$ cat config.mk
export PLATFORM = sky130hd
export DESIGN_NAME = lfu_replacement_ctrl
export DESIGN_NICKNAME = d
export VERILOG_FILES = /design/src/rtl/lfu_replacement_ctrl.sv
export SDC_FILE = /design/constraint.sdc
export NUM_CORES = 1
export LEC_CHECK = 0
export BUFFER_PORTS_ARGS = -buffer_cell sky130_fd_sc_hd__buf_2
export CAP_MARGIN = 20
export CORE_MARGIN = 2
export CORE_UTILIZATION = 56
export DETAILED_ROUTE_END_ITERATION = 8
export PLACE_DENSITY = 0.85
export REMOVE_ABC_BUFFERS = 1
export SETUP_SLACK_MARGIN = 0.05
export SLEW_MARGIN = 0
export SYNTH_ARGS = -nofsm -noshare
export SYNTH_HDL_FRONTEND = slang
export SYNTH_SLANG_ARGS = --single-unit
$ cat constraint.sdc
create_clock -name clk -period 3.8 [get_ports clk]
set_clock_uncertainty 0.05 [all_clocks]
set_input_delay 0.57 -clock clk [delete_from_list [all_inputs] [get_ports clk]]
set_output_delay 0.57 -clock clk [all_outputs]
set_load 0.03 [all_outputs]
$ cat src/rtl/lfu_replacement_ctrl.sv
// LFU replacement controller for a 4-way set-associative cache.
// Reads per-set counters, picks a victim on a miss, then updates the bank.
module lfu_replacement_ctrl #(
    parameter int BITS_DIRECT  = 10,
    parameter int SIZE_COUNTER = 4
) (
    input  logic                    clk,
    input  logic                    reset,
    input  logic                    access_valid,
    output logic                    access_ready,
    input  logic [BITS_DIRECT-1:0]  address,
    input  logic                    hit,
    input  logic [3:0]              hit_way,
    input  logic [3:0]              way_valid,
    input  logic                    flush,
    output logic                    done,
    output logic [3:0]              victim_way,
    output logic                    was_hit,
    output logic                    cnt_enable,
    output logic [3:0]              cnt_line_reset,
    output logic [3:0]              cnt_line_sum,
    output logic [BITS_DIRECT-1:0]  cnt_address,
    output logic                    cnt_read,
    output logic                    cnt_gen_reset,
    input  logic [SIZE_COUNTER-1:0] count_in0,
    input  logic [SIZE_COUNTER-1:0] count_in1,
    input  logic [SIZE_COUNTER-1:0] count_in2,
    input  logic [SIZE_COUNTER-1:0] count_in3
);

    localparam logic [SIZE_COUNTER-1:0] CMAX = '1;

    typedef enum logic [2:0] {
        IDLE, FLUSH, READ, CMP, UPDATE, FILL, DONE
    } state_t;

    state_t                   state;
    logic [BITS_DIRECT-1:0]   addr_q;
    logic [3:0]               hit_way_q;
    logic [3:0]               way_valid_q;
    logic [SIZE_COUNTER-1:0]  cnt [4];
    logic [SIZE_COUNTER-1:0]  hit_cnt;
    logic [3:0]               next_victim;

    assign cnt[0] = count_in0;
    assign cnt[1] = count_in1;
    assign cnt[2] = count_in2;
    assign cnt[3] = count_in3;

    assign access_ready = (state == IDLE) && !flush;

    // Counter of the hit way, selected by the one-hot latched hit vector
    always_comb begin
        hit_cnt = '0;
        for (int i = 0; i < 4; i++) begin
            if (hit_way_q[i]) hit_cnt = hit_cnt | cnt[i];
        end
    end

    // Victim choice: hit way, else lowest invalid way, else lowest-index minimum count
    always_comb begin
        logic [1:0]              min_idx;
        logic [SIZE_COUNTER-1:0] min_val;
        logic                    found;
        next_victim = '0;
        min_idx     = 2'd0;
        min_val     = cnt[0];
        found       = 1'b0;
        for (int i = 1; i < 4; i++) begin
            if (cnt[i] < min_val) begin
                min_val = cnt[i];
                min_idx = 2'(i);
            end
        end
        if (was_hit) begin
            next_victim = hit_way_q;
        end else begin
            for (int i = 0; i < 4; i++) begin
                if (!found && !way_valid_q[i]) begin
                    next_victim[i] = 1'b1;
                    found          = 1'b1;
                end
            end
            if (!found) next_victim[min_idx] = 1'b1;
        end
    end

    // Main FSM with registered strobes and status outputs
    always_ff @(posedge clk or posedge reset) begin
        if (reset) begin
            state          <= IDLE;
            addr_q         <= '0;
            was_hit        <= 1'b0;
            hit_way_q      <= '0;
            way_valid_q    <= '0;
            victim_way     <= '0;
            done           <= 1'b0;
            cnt_enable     <= 1'b0;
            cnt_line_reset <= '0;
            cnt_line_sum   <= '0;
            cnt_address    <= '0;
            cnt_read       <= 1'b0;
            cnt_gen_reset  <= 1'b0;
        end else begin
            done           <= 1'b0;
            cnt_enable     <= 1'b0;
            cnt_line_reset <= '0;
            cnt_line_sum   <= '0;
            cnt_address    <= '0;
            cnt_read       <= 1'b0;
            cnt_gen_reset  <= 1'b0;
            unique case (state)
                IDLE: begin
                    if (flush) begin
                        cnt_gen_reset <= 1'b1;
                        state         <= FLUSH;
                    end else if (access_valid) begin
                        addr_q      <= address;
                        was_hit     <= hit;
                        hit_way_q   <= hit_way;
                        way_valid_q <= way_valid;
                        cnt_read    <= 1'b1;
                        cnt_address <= address;
                        state       <= READ;
                    end
                end
                FLUSH: state <= IDLE;
                READ:  state <= CMP;
                CMP: begin
                    victim_way <= next_victim;
                    state      <= UPDATE;
                    if (was_hit) begin
                        // A saturated counter holds rather than wrapping
                        if (hit_cnt != CMAX) begin
                            cnt_enable   <= 1'b1;
                            cnt_line_sum <= hit_way_q;
                            cnt_address  <= addr_q;
                        end
                    end else begin
                        cnt_enable     <= 1'b1;
                        cnt_line_reset <= next_victim;
                        cnt_address    <= addr_q;
                    end
                end
                UPDATE: begin
                    if (was_hit) begin
                        done  <= 1'b1;
                        state <= DONE;
                    end else begin
                        cnt_enable   <= 1'b1;
                        cnt_line_sum <= victim_way;
                        cnt_address  <= addr_q;
                        state        <= FILL;
                    end
                end
                FILL: begin
                    done  <= 1'b1;
                    state <= DONE;
                end
                DONE:    state <= IDLE;
                default: state <= IDLE;
            endcase
        end
    end

endmodule
* Word-level counts from Yosys, hierarchy flattened
Index checks and enable logic that the tools add are counted.
** Storage, ports and cells
- Register bits after elaboration :: 48
- Latch bits :: 0
- Bits in writable memories :: 0
- Memory bits (read-only) :: 0
- Logic and storage cells :: 97
- Memories :: 0
** Cells by class
- Add/sub/neg operators :: 0
- Multipliers :: 0
- Divide/modulo/power cells :: 0
- $lt $le $gt $ge :: 5
- Equality and inequality tests :: 6
- Shift-type cells :: 0
- Multiplexer cells :: 54
- Bitwise gates (word level) :: 5
- Reductions and logical operators :: 14
** Operators by type and width (count)
- $mux W4 :: 13
- $mux W10 :: 5
- $pmux W10 S3 :: 1
- $mux W1 :: 25
- $or A4 B4 Y4 :: 4
- $pmux W3 S5 :: 1
- $lt A4 B4 Y1 :: 3
- $pmux W4 S2 :: 1
- $logic_not A1 Y1 :: 7
- $eq A3 B2 Y1 const B :: 2
- $eq A3 B3 Y1 const B :: 2
- $mux W2 :: 3
- $mux W3 :: 2
- $logic_and A1 B1 Y1 :: 5
- $ne A4 B4 Y1 const B :: 1
- $pmux W1 S2 :: 2
- $logic_not A3 Y1 :: 1
- $lt A2 B3 Y1 const B :: 1
- $ne A3 B3 Y1 const B :: 1
- $reduce_and A3 Y1 :: 1
- $demux W1 S2 :: 1
- $ge A2 B1 Y1 const B :: 1
- $not A1 Y1 :: 1

* Longest topological paths before layout
- Depth in word-level cells :: 19
- Mapped depth :: 18

* Worst setup path before layout
OpenSTA, ideal clock, no wires.
- Path type :: input to register
- From :: input port count_in0[2]
- To :: register cnt_line_reset[1]
- Library setup time :: 120 ps
- Arrival time :: 3813 ps
- Data required time :: 3630 ps
- Path slack :: -182 ps
- Stages on the path :: 16
- Path buffers :: 0
- Cells stage by stage :: inv_1 > ha_1 > a21o_4 > a211oi_2 > mux2i_1 > ha_1 > inv_1 > o21ai_0 > o31ai_4 > o21a_1 > ha_1 > a21o_1 > a21oi_1 > o32a_1 > o31ai_4 > a31o_1
** On the way
- Word-level cells in the longest chain between the ends :: 15
- Elaborated cells between the ends (all ways) :: 18
- Classes of those cells :: order compare: 5; mux: 11; bitwise: 1; reduce/logical: 1
** Ends and longest elaborated chain
- start, declared :: RTL line 25 : input logic [SIZE_COUNTER-1:0] count_in0,
- $lt A4 B4 Y1 :: RTL line 70 : if (cnt[i] < min_val) begin
- $mux W4 :: RTL line 70
- $lt A4 B4 Y1 :: RTL line 70
- $mux W4 :: RTL line 70
- $lt A4 B4 Y1 :: RTL line 70
- $mux W2 * :: RTL line 70
- $lt A2 B3 Y1 (implied by the code) / $ge A2 B1 Y1 (equally long branches) :: RTL line 84 : if (!found) next_victim[min_idx] = 1'b1;
- $logic_and A1 B1 Y1 (implied by the code) :: RTL line 84
- $mux W1 (implied by the code) :: RTL line 84
- $demux W1 S2 * :: RTL line 84
- $or A4 B4 Y4 (no line) *
- $mux W4 * :: RTL line 84
- $mux W4 * :: RTL line 75 : if (was_hit) begin
- $mux W4 * :: RTL line 132 : if (was_hit) begin
- $mux W4 * :: RTL line 112 : unique case (state)
- end signal, assigned :: RTL line 141 : cnt_line_reset <= next_victim;
- end, declared :: RTL line 20 : output logic [3:0] cnt_line_reset,
Mark *: on every way between the ends. The rest lies on a longest branch, timed or not.
A chain may end at the register's enable or synchronous reset.

* Worst setup path after layout
Same ends and word-level chain as after synthesis.

==> results.py <==
metrics = {
    "status": {
        "outcome": "finished, final reports clean",
    },
    "pwr": {
        "seq_power_share_pct": 41.9,
        "power.total_mw": 2.15,
        "p_comb_share_pct": 41.4,
        "p_int_mw": 1.29,
        "vdd_drop_max_uv": 447,
        "power.net_switching_uw": 866,
        "switching_share_pct": 40.2,
        "p_leak_nw": 1.57,
        "powerDensity_nw_per_um2": 673,
        "p_clk_share_pct": 16.7,
    },
    "final_layout": {
        "areaGrowthSynthToFinish_pct": 32.7,
        "fin_nets": 346,
        "antennaDiodeCount": 0,
        "fin_cells": 347,
        "postLayoutCellArea_um2": 3200,
        "drive_above_1_share_pct": 47.8,
    },
    "sta": {
        "max_freq_mhz": 270,
        "final_hold_viol_count": 0,
        "min_period_over_period_pct": 97.4,
        "drv_slew": 0,
        "max-slew-margin-rel_pct": 36.1,
        "tightest_slew_ps": 958,
        "fin_crit_ps": 3700,
        "setup_viol": 0,
        "fin_ws_ps": 98.7,
        "fin_hold_ws_ps": 435,
    },
    "setup_path": {
        "worstSetupPathType": "in2reg",
        "cp-start-kind": "primary input",
        "worst_ep_required_time_ps": 3930,
        "end_kind": "register",
        "path_max_fanout": 4,
        "worst_ep_arrival_time_ps": 3830,
    },
    "die": {
        "fp.dieW_um": 69.6,
        "rows": 23,
        "io_pins": 67,
        "initial_core_util_pct": 59.3,
        "dieArea_um2": 4840,
        "core_um2": 4060,
        "die_h_um": 69.6,
    },
    "clock_tree": {
        "root_buffer": "clkbuf_8",
        "cts.path.max_buffers": 2,
        "htreeDepth": 2,
        "cts_hold_buf": 0,
        "cts_sinks": 48,
        "path_clk_slew_ps": 80,
        "cts_tree": "built",
        "cts_inserted_buffers": 5,
        "clock_latency_ps": 290,
    },
    "place": {
        "gp_congestion": 0.907,
        "dp_slack_ps": -391,
        "placed_cell_area_um2": 2900,
        "hpwlAfterDp_um": 3990,
        "port_buffers": 66,
        "dp.cells": 330,
    },
    "grt": {
        "grt_max_degree": 49,
        "antenna_found_initial": 0,
        "grt-ovfl-total": 0,
        "grt_pass1_wl_um": 8590,
        "grtUsageTotal_pct": 22.0,
        "grt_pass1_vias": 1894,
    },
    "route": {
        "drt_wl_total_um": 5610,
        "drt-wirelength-per-cell_um": 16.2,
        "remaining_drc_errors": 0,
        "firstDrtPassIters": 4,
        "drtIter0Drc": 177,
        "dr_total_vias": 2017,
        "drt-vias-per-instance": 5.81,
        "ant_nets": 0,
    },
    "synth": {
        "synth_top_cells_by_area": "dfrtp_1 (50%), mux2_2 (6.1%), ha_1 (5.7%)",
        "synth.top_cell.area_share_pct": 49.9,
        "yosys_warnings": 0,
        "synth_edf_count": 0,
        "synth_ff_type": "dfrtp_1",
        "synth_top_cell_by_area": "dfrtp_1",
        "syn-cell-area_um2": 2410,
        "yosysSeqAreaShare_pct": 49.9,
        "netlist_instances": 204,
        "ys_types": 45,
        "async_flop_share_pct": 100,
        "synth_area_per_cell_um2": 11.8,
        "ys_ff_latch": 48,
    },
    "flow_run": {
        "max_cap_viol_count": 0,
    },
    "hold_path": {
        "hold_class": "in2reg",
    },
}
[worst max-delay path, cell delays in order]
cell and delay (ps):
buf_6 100, inv_4 50, ha_4 200, a21o_4 230
a211oi_4 350, mux2i_2 320, ha_2 270, o21ai_2 80
a21oi_2 190, o31ai_4 110, buf_4 150, o21a_1 180
ha_1 170, a21o_1 150, a21oi_1 120, o32a_1 270
o31ai_4 120, a31o_1 190
[per-layer routing]
metal	part of all wire, %	global-route usage, %	vias to the layer above
met1	42	29.1	977
met3	6.4	4.65	6
met5	0	0	-
li1	-	-	942
met4	0.91	5.45	0
met2	51	37.2	92
[logic make-up after synthesis]
group / after synthesis / share of synthesized area (%)
DFF: 48 / 49.9
AOI/OAI and AO/OA: 61 / 21.3
adders and majority gates: 11 / 5.72
muxes: 20 / 9.25
and+or+nand+nor: 48 / 11.2
buffers and inverters: 16 / 2.65
[power groups by stage]
stage	registers (mW)	logic, mW	clock network (mW)
finish	0.902	0.891	0.359
global route	0.929	0.957	0.394
CTS	0.895	0.849	0.367
detailed placement	0.904	0.842	0
global placement	0.894	0.815	0
floorplan	1.04	0.431	0
[final timing paths]
check | startpoint | to | slack (ps) | cells after the start
max in group asynchronous | reset | hit_way_q[3] | 2660 | 2
min in group asynchronous | reset | state[2] | 440 | 2
max reg2reg | hit_way_q[1] | cnt_address[4] | 1940 | 5
min | way_valid[3] | way_valid_q[3] | 430 | 3
max | count_in0[2] | cnt_line_reset[1] | 100 | 18
min reg2reg | addr_q[0] | cnt_address[0] | 450 | 1
[final cells by class]
class                           instances  area [um^2]
Multi-Input combinational cell        140         1230
Tap cell                               50         62.6
Timing Repair Buffer                   92          552
Clock inverter                          3         42.5
Fill cell                             245          862
Sequential cell                        48         1200
Clock buffer                            5         68.8
Inverter                                9         36.3
[sequential cells by signal, indices dropped and copies added, names as in the netlist]
signal          flops
cnt_line_sum        4
done                1
cnt_line_reset      4
state               3
cnt_address        10
hit_way_q           4
victim_way          4
way_valid_q         4
cnt_gen_reset       1
was_hit             1
cnt_read            1
addr_q             10
cnt_enable          1
[through the flow]
step                setup TNS (ps)  util, %
floorplan                    -1330        -
global placement             -1620     71.4
detailed placement           -2710     71.4
CTS                              0     74.6
global route                  -189     78.8
finish                           0     78.8
[placed cells by master, fill, tap and decap left out, types with 3 or more instances in the layout]
| master | n |
|---|---|
| inv_1 | 7 |
| mux2_2 | 13 |
| buf_2 | 65 |
| a22o_1 | 14 |
| ha_1 | 5 |
| ha_4 | 4 |
| mux2_1 | 5 |
| nor3_2 | 3 |
| buf_4 | 25 |
| o21ai_2 | 3 |
| nor2_1 | 14 |
| dfrtp_1 | 48 |
| a21o_1 | 4 |
| nor2b_1 | 5 |
| nand2_1 | 6 |
| a22oi_1 | 10 |
| nor3_1 | 4 |
| a21oi_1 | 8 |
| clkbuf_8 | 5 |
[cells in the mapped netlist (2+ instances only)]
library cell   n
a21o_1         4
a21oi_1        9
a22o_1        14
a22oi_1       10
a31o_1         2
and2_1         2
buf_2          3
clkbuf_1       3
dfrtp_1       48
ha_1          11
inv_1          9
mux2_1         5
mux2_2        13
mux2i_1        2
nand2_1        6
nand2b_1       2
nand3_1        3
nor2_1        15
nor2b_1        5
nor3_1         5
nor3_2         2
o21a_1         2
o21ai_0        4
o21ai_2        2
o22ai_1        2
o31ai_4        2
[what timing repair did]
action / in CTS / in global routing
setup endpoints to repair: 8 / 8
setup buffers: 1 / 7
pin swaps: 2 / 12
resized for setup: 3 / 16
Power figures use the tool's default switching activity.
